**config.mk**
```make
export PLATFORM = sky130hd
export DESIGN_NAME = matmul_operand_loader_flat
export DESIGN_NICKNAME = d
export VERILOG_FILES = /design/src/rtl/matmul_pkg.sv /design/src/rtl/matmul_operand_loader_if.sv /design/src/rtl/matload_pingpong_buf.sv /design/src/rtl/matmul_operand_loader.sv /design/src/flat_wrapper.sv
export SDC_FILE = /design/constraint.sdc
export NUM_CORES = 1
export LEC_CHECK = 0
export BUFFER_PORTS_ARGS = -buffer_cell sky130_fd_sc_hd__buf_2
export CAP_MARGIN = 20
export CORE_MARGIN = 2
export CORE_UTILIZATION = 55
export DETAILED_ROUTE_END_ITERATION = 10
export PLACE_DENSITY = 0.77
export SYNTH_ARGS = -nofsm -noshare
export SYNTH_HDL_FRONTEND = slang
export SYNTH_SLANG_ARGS = --single-unit
```
**constraint.sdc**
```tcl
create_clock -name clk -period 2.5 [get_ports clk]
set_input_delay 0 -clock clk [delete_from_list [all_inputs] [get_ports clk]]
set_output_delay 0 -clock clk [all_outputs]
set_load 0.02 [all_outputs]
```
**src/rtl/matmul_pkg.sv**
```systemverilog
// Shared constants, load-FSM states and element-to-lane mapping for the 2x2 matmul datapath.
package matmul_pkg;

   localparam int ELEM_W    = 8;
   localparam int FRAME_LEN = 8;
   localparam int OP_W      = 4 * ELEM_W;

   typedef enum logic [1:0] {
      S_FILL_A    = 2'd0,
      S_FILL_B    = 2'd1,
      S_ERR_FLUSH = 2'd2
   } load_state_e;

   // Element k of a frame lands in byte lane lane_of(k); lane 3 is the MSB (x00).
   function automatic logic [1:0] lane_of(input logic [2:0] k, input logic col_major_b);
      logic [1:0] lane;
      lane = 2'd3 - k[1:0];
      if (k[2] && col_major_b) begin
         case (k[1:0])
            2'd0:    lane = 2'd3;
            2'd1:    lane = 2'd1;
            2'd2:    lane = 2'd2;
            default: lane = 2'd0;
         endcase
      end
      return lane;
   endfunction

endpackage

```
**src/rtl/matmul_operand_loader_if.sv**
```systemverilog
// Element stream in, packed operand pair out, plus occupancy and sticky error status.
interface matmul_operand_loader_if;
   import matmul_pkg::*;

   logic [ELEM_W-1:0] in_data;
   logic              in_valid;
   logic              in_last;
   logic              in_ready;
   logic [OP_W-1:0]   op_a;
   logic [OP_W-1:0]   op_b;
   logic              op_valid;
   logic              op_ready;
   logic [1:0]        occupancy;
   logic              err;
   logic              err_clr;

   modport master (
      output in_data, in_valid, in_last, op_ready, err_clr,
      input  in_ready, op_a, op_b, op_valid, occupancy, err
   );

   modport slave (
      input  in_data, in_valid, in_last, op_ready, err_clr,
      output in_ready, op_a, op_b, op_valid, occupancy, err
   );

endinterface

```
**src/rtl/matload_pingpong_buf.sv**
```systemverilog
// Two-slot ping-pong operand store: frames are assembled in slot[wr_ptr] and presented from slot[rd_ptr].
module matload_pingpong_buf
   import matmul_pkg::*;
(
   input  logic              clk,
   input  logic              rst,
   input  logic              wr_en,
   input  logic              wr_sel_b,
   input  logic [1:0]        wr_lane,
   input  logic [ELEM_W-1:0] wr_data,
   input  logic              commit,
   input  logic              op_ready,
   output logic [OP_W-1:0]   op_a,
   output logic [OP_W-1:0]   op_b,
   output logic              op_valid,
   output logic [1:0]        occupancy
);

   logic [1:0][3:0][ELEM_W-1:0] slot_a_q, slot_a_d;
   logic [1:0][3:0][ELEM_W-1:0] slot_b_q, slot_b_d;
   logic                        wr_ptr_q, wr_ptr_d;
   logic                        rd_ptr_q, rd_ptr_d;
   logic [1:0]                  occ_q, occ_d;
   logic                        op_valid_q, op_valid_d;
   logic                        pop;

   assign pop = op_valid_q && op_ready;

   always_ff @(posedge clk) begin
      if (!rst) begin
         slot_a_q   <= '0;
         slot_b_q   <= '0;
         wr_ptr_q   <= 1'b0;
         rd_ptr_q   <= 1'b0;
         occ_q      <= 2'd0;
         op_valid_q <= 1'b0;
      end else begin
         slot_a_q   <= slot_a_d;
         slot_b_q   <= slot_b_d;
         wr_ptr_q   <= wr_ptr_d;
         rd_ptr_q   <= rd_ptr_d;
         occ_q      <= occ_d;
         op_valid_q <= op_valid_d;
      end
   end

   // The write slot is never the presented slot while a pair is pending, so writes cannot disturb op_a/op_b.
   always_comb begin
      slot_a_d = slot_a_q;
      slot_b_d = slot_b_q;
      if (wr_en) begin
         if (wr_sel_b) slot_b_d[wr_ptr_q][wr_lane] = wr_data;
         else          slot_a_d[wr_ptr_q][wr_lane] = wr_data;
      end
      wr_ptr_d = wr_ptr_q ^ commit;
      rd_ptr_d = rd_ptr_q ^ pop;
      occ_d    = occ_q;
      case ({commit, pop})
         2'b10:   occ_d = occ_q + 2'd1;
         2'b01:   occ_d = occ_q - 2'd1;
         default: occ_d = occ_q;
      endcase
      op_valid_d = (occ_d != 2'd0);
   end

   assign op_a      = slot_a_q[rd_ptr_q];
   assign op_b      = slot_b_q[rd_ptr_q];
   assign op_valid  = op_valid_q;
   assign occupancy = occ_q;

endmodule

```
**src/rtl/matmul_operand_loader.sv**
```systemverilog
// Frames an element stream into A/B operand pairs and resynchronises on framing errors.
// Define MATLOAD_COLMAJOR_B_EN to accept B elements in column-major order.
module matmul_operand_loader
   import matmul_pkg::*;
(
   input logic                   clk,
   input logic                   rst,
   matmul_operand_loader_if.slave bus
);

`ifdef MATLOAD_COLMAJOR_B_EN
   localparam logic COL_MAJOR_B = 1'b1;
`else
   localparam logic COL_MAJOR_B = 1'b0;
`endif

   load_state_e state_q, state_d;
   logic [2:0]  elem_cnt_q, elem_cnt_d;
   logic        err_q, err_d;
   logic        in_ready, beat, last_beat;
   logic        commit, frame_err, wr_en;
   logic [1:0]  occupancy;

   // Flushing never stalls, so a lost frame boundary is always recoverable.
   assign in_ready  = rst && ((state_q == S_ERR_FLUSH) || (occupancy != 2'd2));
   assign beat      = bus.in_valid && in_ready;
   assign last_beat = (elem_cnt_q == 3'(FRAME_LEN - 1));

   always_ff @(posedge clk) begin
      if (!rst) begin
         state_q    <= S_FILL_A;
         elem_cnt_q <= 3'd0;
         err_q      <= 1'b0;
      end else begin
         state_q    <= state_d;
         elem_cnt_q <= elem_cnt_d;
         err_q      <= err_d;
      end
   end

   always_comb begin
      state_d    = state_q;
      elem_cnt_d = elem_cnt_q;
      if (beat) begin
         case (state_q)
            S_FILL_A: begin
               if (bus.in_last) begin
                  elem_cnt_d = 3'd0;
               end else begin
                  elem_cnt_d = elem_cnt_q + 3'd1;
                  if (elem_cnt_q == 3'd3) state_d = S_FILL_B;
               end
            end
            S_FILL_B: begin
               if (last_beat) begin
                  elem_cnt_d = 3'd0;
                  state_d    = bus.in_last ? S_FILL_A : S_ERR_FLUSH;
               end else if (bus.in_last) begin
                  elem_cnt_d = 3'd0;
                  state_d    = S_FILL_A;
               end else begin
                  elem_cnt_d = elem_cnt_q + 3'd1;
               end
            end
            S_ERR_FLUSH: begin
               if (bus.in_last) begin
                  elem_cnt_d = 3'd0;
                  state_d    = S_FILL_A;
               end
            end
            default: begin
               elem_cnt_d = 3'd0;
               state_d    = S_FILL_A;
            end
         endcase
      end
   end

   always_comb begin
      wr_en     = 1'b0;
      commit    = 1'b0;
      frame_err = 1'b0;
      if (beat && (state_q != S_ERR_FLUSH)) begin
         wr_en = 1'b1;
         if (last_beat) begin
            commit    = bus.in_last;
            frame_err = !bus.in_last;
         end else begin
            frame_err = bus.in_last;
         end
      end
      // A new error wins over a coincident clear.
      err_d = frame_err ? 1'b1 : (bus.err_clr ? 1'b0 : err_q);
   end

   matload_pingpong_buf u_buf (
      .clk       (clk),
      .rst       (rst),
      .wr_en     (wr_en),
      .wr_sel_b  (elem_cnt_q[2]),
      .wr_lane   (lane_of(elem_cnt_q, COL_MAJOR_B)),
      .wr_data   (bus.in_data),
      .commit    (commit),
      .op_ready  (bus.op_ready),
      .op_a      (bus.op_a),
      .op_b      (bus.op_b),
      .op_valid  (bus.op_valid),
      .occupancy (occupancy)
   );

   assign bus.in_ready  = in_ready;
   assign bus.occupancy = occupancy;
   assign bus.err       = err_q;

endmodule
```
**src/flat_wrapper.sv**
```systemverilog
// flat-port wrapper written by rule: the top's interface ports become plain ports
module matmul_operand_loader_flat import matmul_pkg::*;
  (clk, rst, bus_in_data, bus_in_valid, bus_in_last, bus_op_ready, bus_err_clr, bus_in_ready, bus_op_a, bus_op_b, bus_op_valid, bus_occupancy, bus_err);
  matmul_operand_loader_if bus_i ();
  input logic clk;
  input logic rst;
  input wire logic [$bits(bus_i.in_data)-1:0] bus_in_data;
  input wire logic [$bits(bus_i.in_valid)-1:0] bus_in_valid;
  input wire logic [$bits(bus_i.in_last)-1:0] bus_in_last;
  input wire logic [$bits(bus_i.op_ready)-1:0] bus_op_ready;
  input wire logic [$bits(bus_i.err_clr)-1:0] bus_err_clr;
  output wire logic [$bits(bus_i.in_ready)-1:0] bus_in_ready;
  output wire logic [$bits(bus_i.op_a)-1:0] bus_op_a;
  output wire logic [$bits(bus_i.op_b)-1:0] bus_op_b;
  output wire logic [$bits(bus_i.op_valid)-1:0] bus_op_valid;
  output wire logic [$bits(bus_i.occupancy)-1:0] bus_occupancy;
  output wire logic [$bits(bus_i.err)-1:0] bus_err;
  assign bus_i.in_data = bus_in_data;
  assign bus_i.in_valid = bus_in_valid;
  assign bus_i.in_last = bus_in_last;
  assign bus_i.op_ready = bus_op_ready;
  assign bus_i.err_clr = bus_err_clr;
  assign bus_in_ready = bus_i.in_ready;
  assign bus_op_a = bus_i.op_a;
  assign bus_op_b = bus_i.op_b;
  assign bus_op_valid = bus_i.op_valid;
  assign bus_occupancy = bus_i.occupancy;
  assign bus_err = bus_i.err;
  matmul_operand_loader u_core (.clk(clk), .rst(rst), .bus(bus_i));
endmodule
```
### Word level (Yosys, flattened, before mapping)

Cells that the tools add are included.

| word-level totals | value |
|---|---|
| register bits | 139 |
| input port bits | 14 |
| output and inout port bits | 69 |

| operators by class | value |
|---|---|
| $lt $le $gt $ge | 5 |
| multiplexer cells | 28 |
| equal/unequal tests | 11 |
| bitwise gates (word level) | 3 |
| $add $sub $neg | 4 |
| reduce and logical (&&, ||, !) cells | 15 |

Operators by type and width:

| cell | count |
|---|---|
| $mux 32 | 5 |
| $bwmux 64 | 2 |
| $demux 32 s1 | 1 |
| $demux 8 s2 | 1 |
| $mux 2 | 5 |
| $mux 3 | 3 |
| $pmux 3 s3 | 1 |
| $mux 8 | 1 |
| $ne 2x2->1 const B | 4 |
| $mux 1 | 7 |
| $logic_and 1x1->1 | 6 |
| $pmux 2 s3 | 1 |
| $reduce_and 2->1 | 3 |
| $eq 2x1->1 const B | 2 |
| $eq 2x2->1 const B | 2 |
| $lt 1x2->1 const B | 2 |
| $pmux 2 s2 | 1 |
| $reduce_bool 2->1 | 2 |
| $add 3x1->3 const B | 1 |
| $eq 3x2->1 const B | 1 |
| $eq 3x3->1 const B | 1 |
| $lt 2x3->1 const B | 1 |
| $reduce_and 3->1 | 1 |
| $add 2x1->2 const B | 1 |
| other kinds (10) | 11 |

### Depth between registers and ports, before layout

| logic depth | value |
|---|---|
| depth in word-level cells | 9 |
| mapped depth | 8 |

### Cells and area by module

Synthesis repeated with hierarchy kept, for this count alone.

| second synthesis, totals | value |
|---|---|
| cell total of the unflattened synthesis | 592 |
| area total of the unflattened synthesis | 6,148.4 um2 |

Modules (own cells, without submodules):

| module | instances | seq. area each (um2) | cells each | area each (um2) |
|---|---|---|---|---|
| matload_pingpong_buf | 1 | 2,662.6 | 544 | 5,709.2 |
| matmul_operand_loader | 1 | 120.1 | 48 | 439.2 |

### Worst setup path before layout

No wires, ideal clock.

| timing | value |
|---|---|
| path type | register to register |
| start point | reg u_core.u_buf.occ_q[0] (netlist: u_core.u_buf.occupancy[0]) |
| end point | reg u_core.u_buf.occ_q[1] (netlist: u_core.u_buf.occupancy[1]) |
| library setup time | 0.076 ns |
| setup slack | 0.511 ns |
| stages on the path, launching flop included | 8 |
| arrival | 1.914 ns |
| buffers on the path | 1 |
| data required time | 2.424 ns |
| path through | dfxtp_1 -> nor2b_1 -> buf_6 -> nor3_1 -> nand2_1 -> ha_1 -> or3_1 -> a21boi_0 |

| between the ends | value |
|---|---|
| longest elaborated chain between the ends | 8 |

Ends and longest elaborated chain:

| element | line | text |
|---|---|---|
| from (decl) | matload_pingpong_buf.sv:23 | `logic [1:0] occ_q, occ_d;` |
| from (signal assigned) | matload_pingpong_buf.sv:35 | `occ_q <= 2'd0;` |
| from (signal assigned) | matload_pingpong_buf.sv:42 | `occ_q <= occ_d;` |
| $ne 2x2->1 | matmul_operand_loader.sv:25 | `assign in_ready = rst && ((state_q == S_ERR_FLUSH) \|\| (occupancy != 2'd2));` |
| $logic_or 1x1->1 | matmul_operand_loader.sv:25 |  |
| $logic_and 1x1->1 | matmul_operand_loader.sv:25 |  |
| $logic_and 1x1->1 | matmul_operand_loader.sv:26 | `assign beat = bus.in_valid && in_ready;` |
| $logic_and 1x1->1 | matmul_operand_loader.sv:83 | `if (beat && (state_q != S_ERR_FLUSH)) begin` |
| $mux 1 | matmul_operand_loader.sv:83 |  |
| $eq 2x1->1 / $eq 2x2->1 (equally long branches) | matload_pingpong_buf.sv:58 | `case ({commit, pop})` |
| $pmux 2 s2 (*) | matload_pingpong_buf.sv:58 |  |

Mark *: on every way between the ends. The rest lies on a longest branch, timed or not.
A chain may end at the register's enable or synchronous reset.

### Final worst setup path

Ends and elaborated chain as after synthesis.

==> results.md <==
- Top post-synthesis cells by area: dfxtp_1 45%, mux2_2 12%, nand3_1 9.3%
- Largest net degree at the start of global routing: 150
- CP delay by family, top: simple AND/OR/NAND/NOR gates
- Clk root buf: clkbuf_16
- Clk slew on worst S/H paths: 0.06 ns
- Starting density of the core: 56.9%
- Flop pwr share: 45.1%
- Crit-path max FO: 7
- Top Ports: 83
- Die Width: 111 µm
- Fin Clk Skew: 0.0111 ns
- Routed WL: 15,700 µm
- CTS H-tree lvls: 4
- # port buffers: 82
- Vias in the first global route: 5,157
- ANT nets after route: 0
- RSZ-0062 raised after global routing: false
- Post-synth EDFFs: 0
- Iteration-0 DRC count of the detailed router: 442
- Storage element area: 0.00278 mm²
- F_max: 0.487 GHz
- DR WL/cell: 16.8 µm
- Die area: 0.0122 mm²
- Net Count, Synth: 760
- Slew headroom: 56.4%
- Vias: 5,451
- Cts repair resizes: 0
- Sequential share of the synthesized area: 44.5%
- Top-count cell post-synth: nand2_1
- TritonRoute pass-1 iters: 5
- Cell Chain, Critical Path: nor2b_1, buf_4, nor3_1, nand2_1, ha_1, or3_1, a21boi_0
- Leak pwr: 0.00284 µW
- Hold Vio Cnt, Final: 0
- Power density over cell area: 683 mW/mm²
- Synth Warn #: 0
- Max Slew Vio Count: 0
- Critical path's slowest cell: dfxtp_1
- First-pass GRT wire length: 25,800 µm
- Worst skew pair latency: 0.42 ns
- Met2 usage: 42.3%
- Post-layout util: 66.1%
- CTS max path bufs: 2
- Multi-input gate area: 0.00310 mm²
- Synth Instances: 738
- Internal power: 3850 µW
- Final setup vio count: 0
- Clk pwr share: 50.6%
- Commonest cells post-synth: 141 x nand2_1, 139 x dfxtp_1, 116 x nand3_1
- ANT cells: 0
- Dominant cell type by area after synthesis: dfxtp_1
- Filler instances: 842
- Combinational share of power: 4.3%
- Critical path launch point type: register
- Layout cells sized above 1: 25.2%
- Grt met1 use: 33.5%
- Distinct cells, synth: 32
- Status: finished clean
- Post-DP HPWL: 9570 µm
- # rows: 38
- Worst slew pin tran: 0.655 ns
- Crit path buf inv count: 1
- Die Y: 111 µm
- Yosys top cell area share: 44.5%
- Crit path required time: 2.84 ns
- Met3 usage: 6.31%
- Total track usage: 25.7%
- CP peak stage delay: 0.45 ns
- Crit path DAT: 2.40 ns
- Reported net switching power: 1110 µW
- Grt ovf: 0
- Sw frac: 22.4%
- Ys flop type: dfxtp_1
- DRC violations left: 0
- Final Cycle Share: 82.2%
- MaxCap Viol Count: 0
- Worst Setup End Kind: register
- Tmin final: 2.05 ns
- RD Place Congestion: 0.787
- Setup TNS: 0 ns
- Layout area overhead: 16.2%
- Post-synthesis async set-or-reset flop share: 0%
- HP Class: in -> reg
- Gr busiest metal: met2
- Total power: 4960 µW
- Initial antenna violation count: 0
- Seq cells post-synth: 139
- Peak supply drop: 0.407 mV
- Syn avg cell area: 8.47 µm²
- Setup CP Type: reg -> reg
- Clock sink count: 139
- Avg Vias per Cell: 5.85
- CTS tree: built
- Synth Cell Area: 0.00625 mm²
- Final nets: 800
- Cts bufs inserted: 17
- Core area: 0.0110 mm²
[tightest hold or removal path, stage by stage]
cell and delay (ns):
buf_2 0.21, nand3_1 0.10, o21ai_0 0.07
[logic make-up after synthesis]
logic type / count (synthesis) / synth area share, %
fa+ha+maj: 8 / 1.60
compound gates: 124 / 10.3
xor+xnor: 4 / 0.561
simple gates: 301 / 22.8
mux: 81 / 14.3
buf+inv: 81 / 5.99
flops: 139 / 44.5
[path summary, 6_finish.rpt]
check,startpoint,to,slack [ns],cells past startpoint
worst max-delay path,u_core.u_buf.occupancy[0]$_SDFF_PN0_,u_core.u_buf.occupancy[1]$_SDFF_PN0_,0.45,7
worst min-delay path,bus_in_data[7],u_core.u_buf.slot_b_q[39]$_SDFFE_PN0P_,0.01,3
worst max register to register,u_core.u_buf.occupancy[0]$_SDFF_PN0_,u_core.u_buf.occupancy[1]$_SDFF_PN0_,0.45,7
worst min register to register,u_core.u_buf.slot_b_q[44]$_SDFFE_PN0P_,u_core.u_buf.slot_b_q[44]$_SDFFE_PN0P_,0.45,2
[cell usage in the layout (no fill, tap or decap), drive strengths merged]
master / count
clkinv: 4
or4: 1
and2: 18
nand3: 116
nor2b: 6
nor4: 3
ha: 8
clkbuf: 21
clkinvlp: 5
a21boi: 1
mux2i: 17
o31ai: 3
buf: 96
dfxtp: 139
bufinv: 2
mux2: 64
or3: 1
dlygate4sd3: 2
nor4b: 1
o21ai: 115
or3b: 1
inv: 4
o311ai: 2
nand2: 142
a21oi: 2
nor3: 2
nand2b: 4
xnor2: 4
o2111ai: 1
nor2: 6
[registers in the layout, indices dropped and copies added, names as in the netlist]
| name | flops |
|---|---|
| u_core.state_q | 2 |
| u_core.u_buf.occupancy | 2 |
| u_core.bus.err | 1 |
| u_core.u_buf.wr_ptr_q | 1 |
| u_core.u_buf.slot_b_q | 64 |
| u_core.u_buf.rd_ptr_q | 1 |
| u_core.elem_cnt_q | 3 |
| u_core.u_buf.op_valid | 1 |
| u_core.u_buf.slot_a_q | 64 |
[repair_timing]
item	in CTS	in global routing
setup buffers	0	0
hold buffers	2	0
endpoints found under the hold margin	3	0
[power by group through the flow]
stage / combinational [µW] / sequential, µW / clock [µW]
floorplan: 137 / 2280 / 0
global placement: 200 / 2290 / 0
detailed placement: 205 / 2290 / 0
CTS: 208 / 2240 / 2520
global route: 225 / 2240 / 2640
finish: 211 / 2240 / 2510
[area by class of cell]
cell class / count / area share, %
Clock buffer: 21 / 6.62
Tap cell: 140 / 2.41
Clock inverter: 11 / 1.62
Inverter: 4 / 0.207
Multi-Input combinational cell: 518 / 42.7
Sequential cell: 139 / 38.3
Timing Repair Buffer: 98 / 8.10
[layer usage]
metal  wire length (µm)  up-vias
li1                   -     2593
met1               6680     2633
met2               7680      208
met3               1060       17
met4                265        0
met5                  0        -
[through the flow]
stage	hold WS, ns	instance area [µm²]	cells	setup slack (ns)
floorplan	0.130	6250	738	0.511
global placement	0.329	6640	897	0.550
detailed placement	0.351	6640	897	0.459
CTS	0.00100	7260	931	0.445
global route	0.0229	7260	931	0.284
finish	0.0138	7260	931	0.445
No activity file was read; power rests on OpenSTA's default activity.
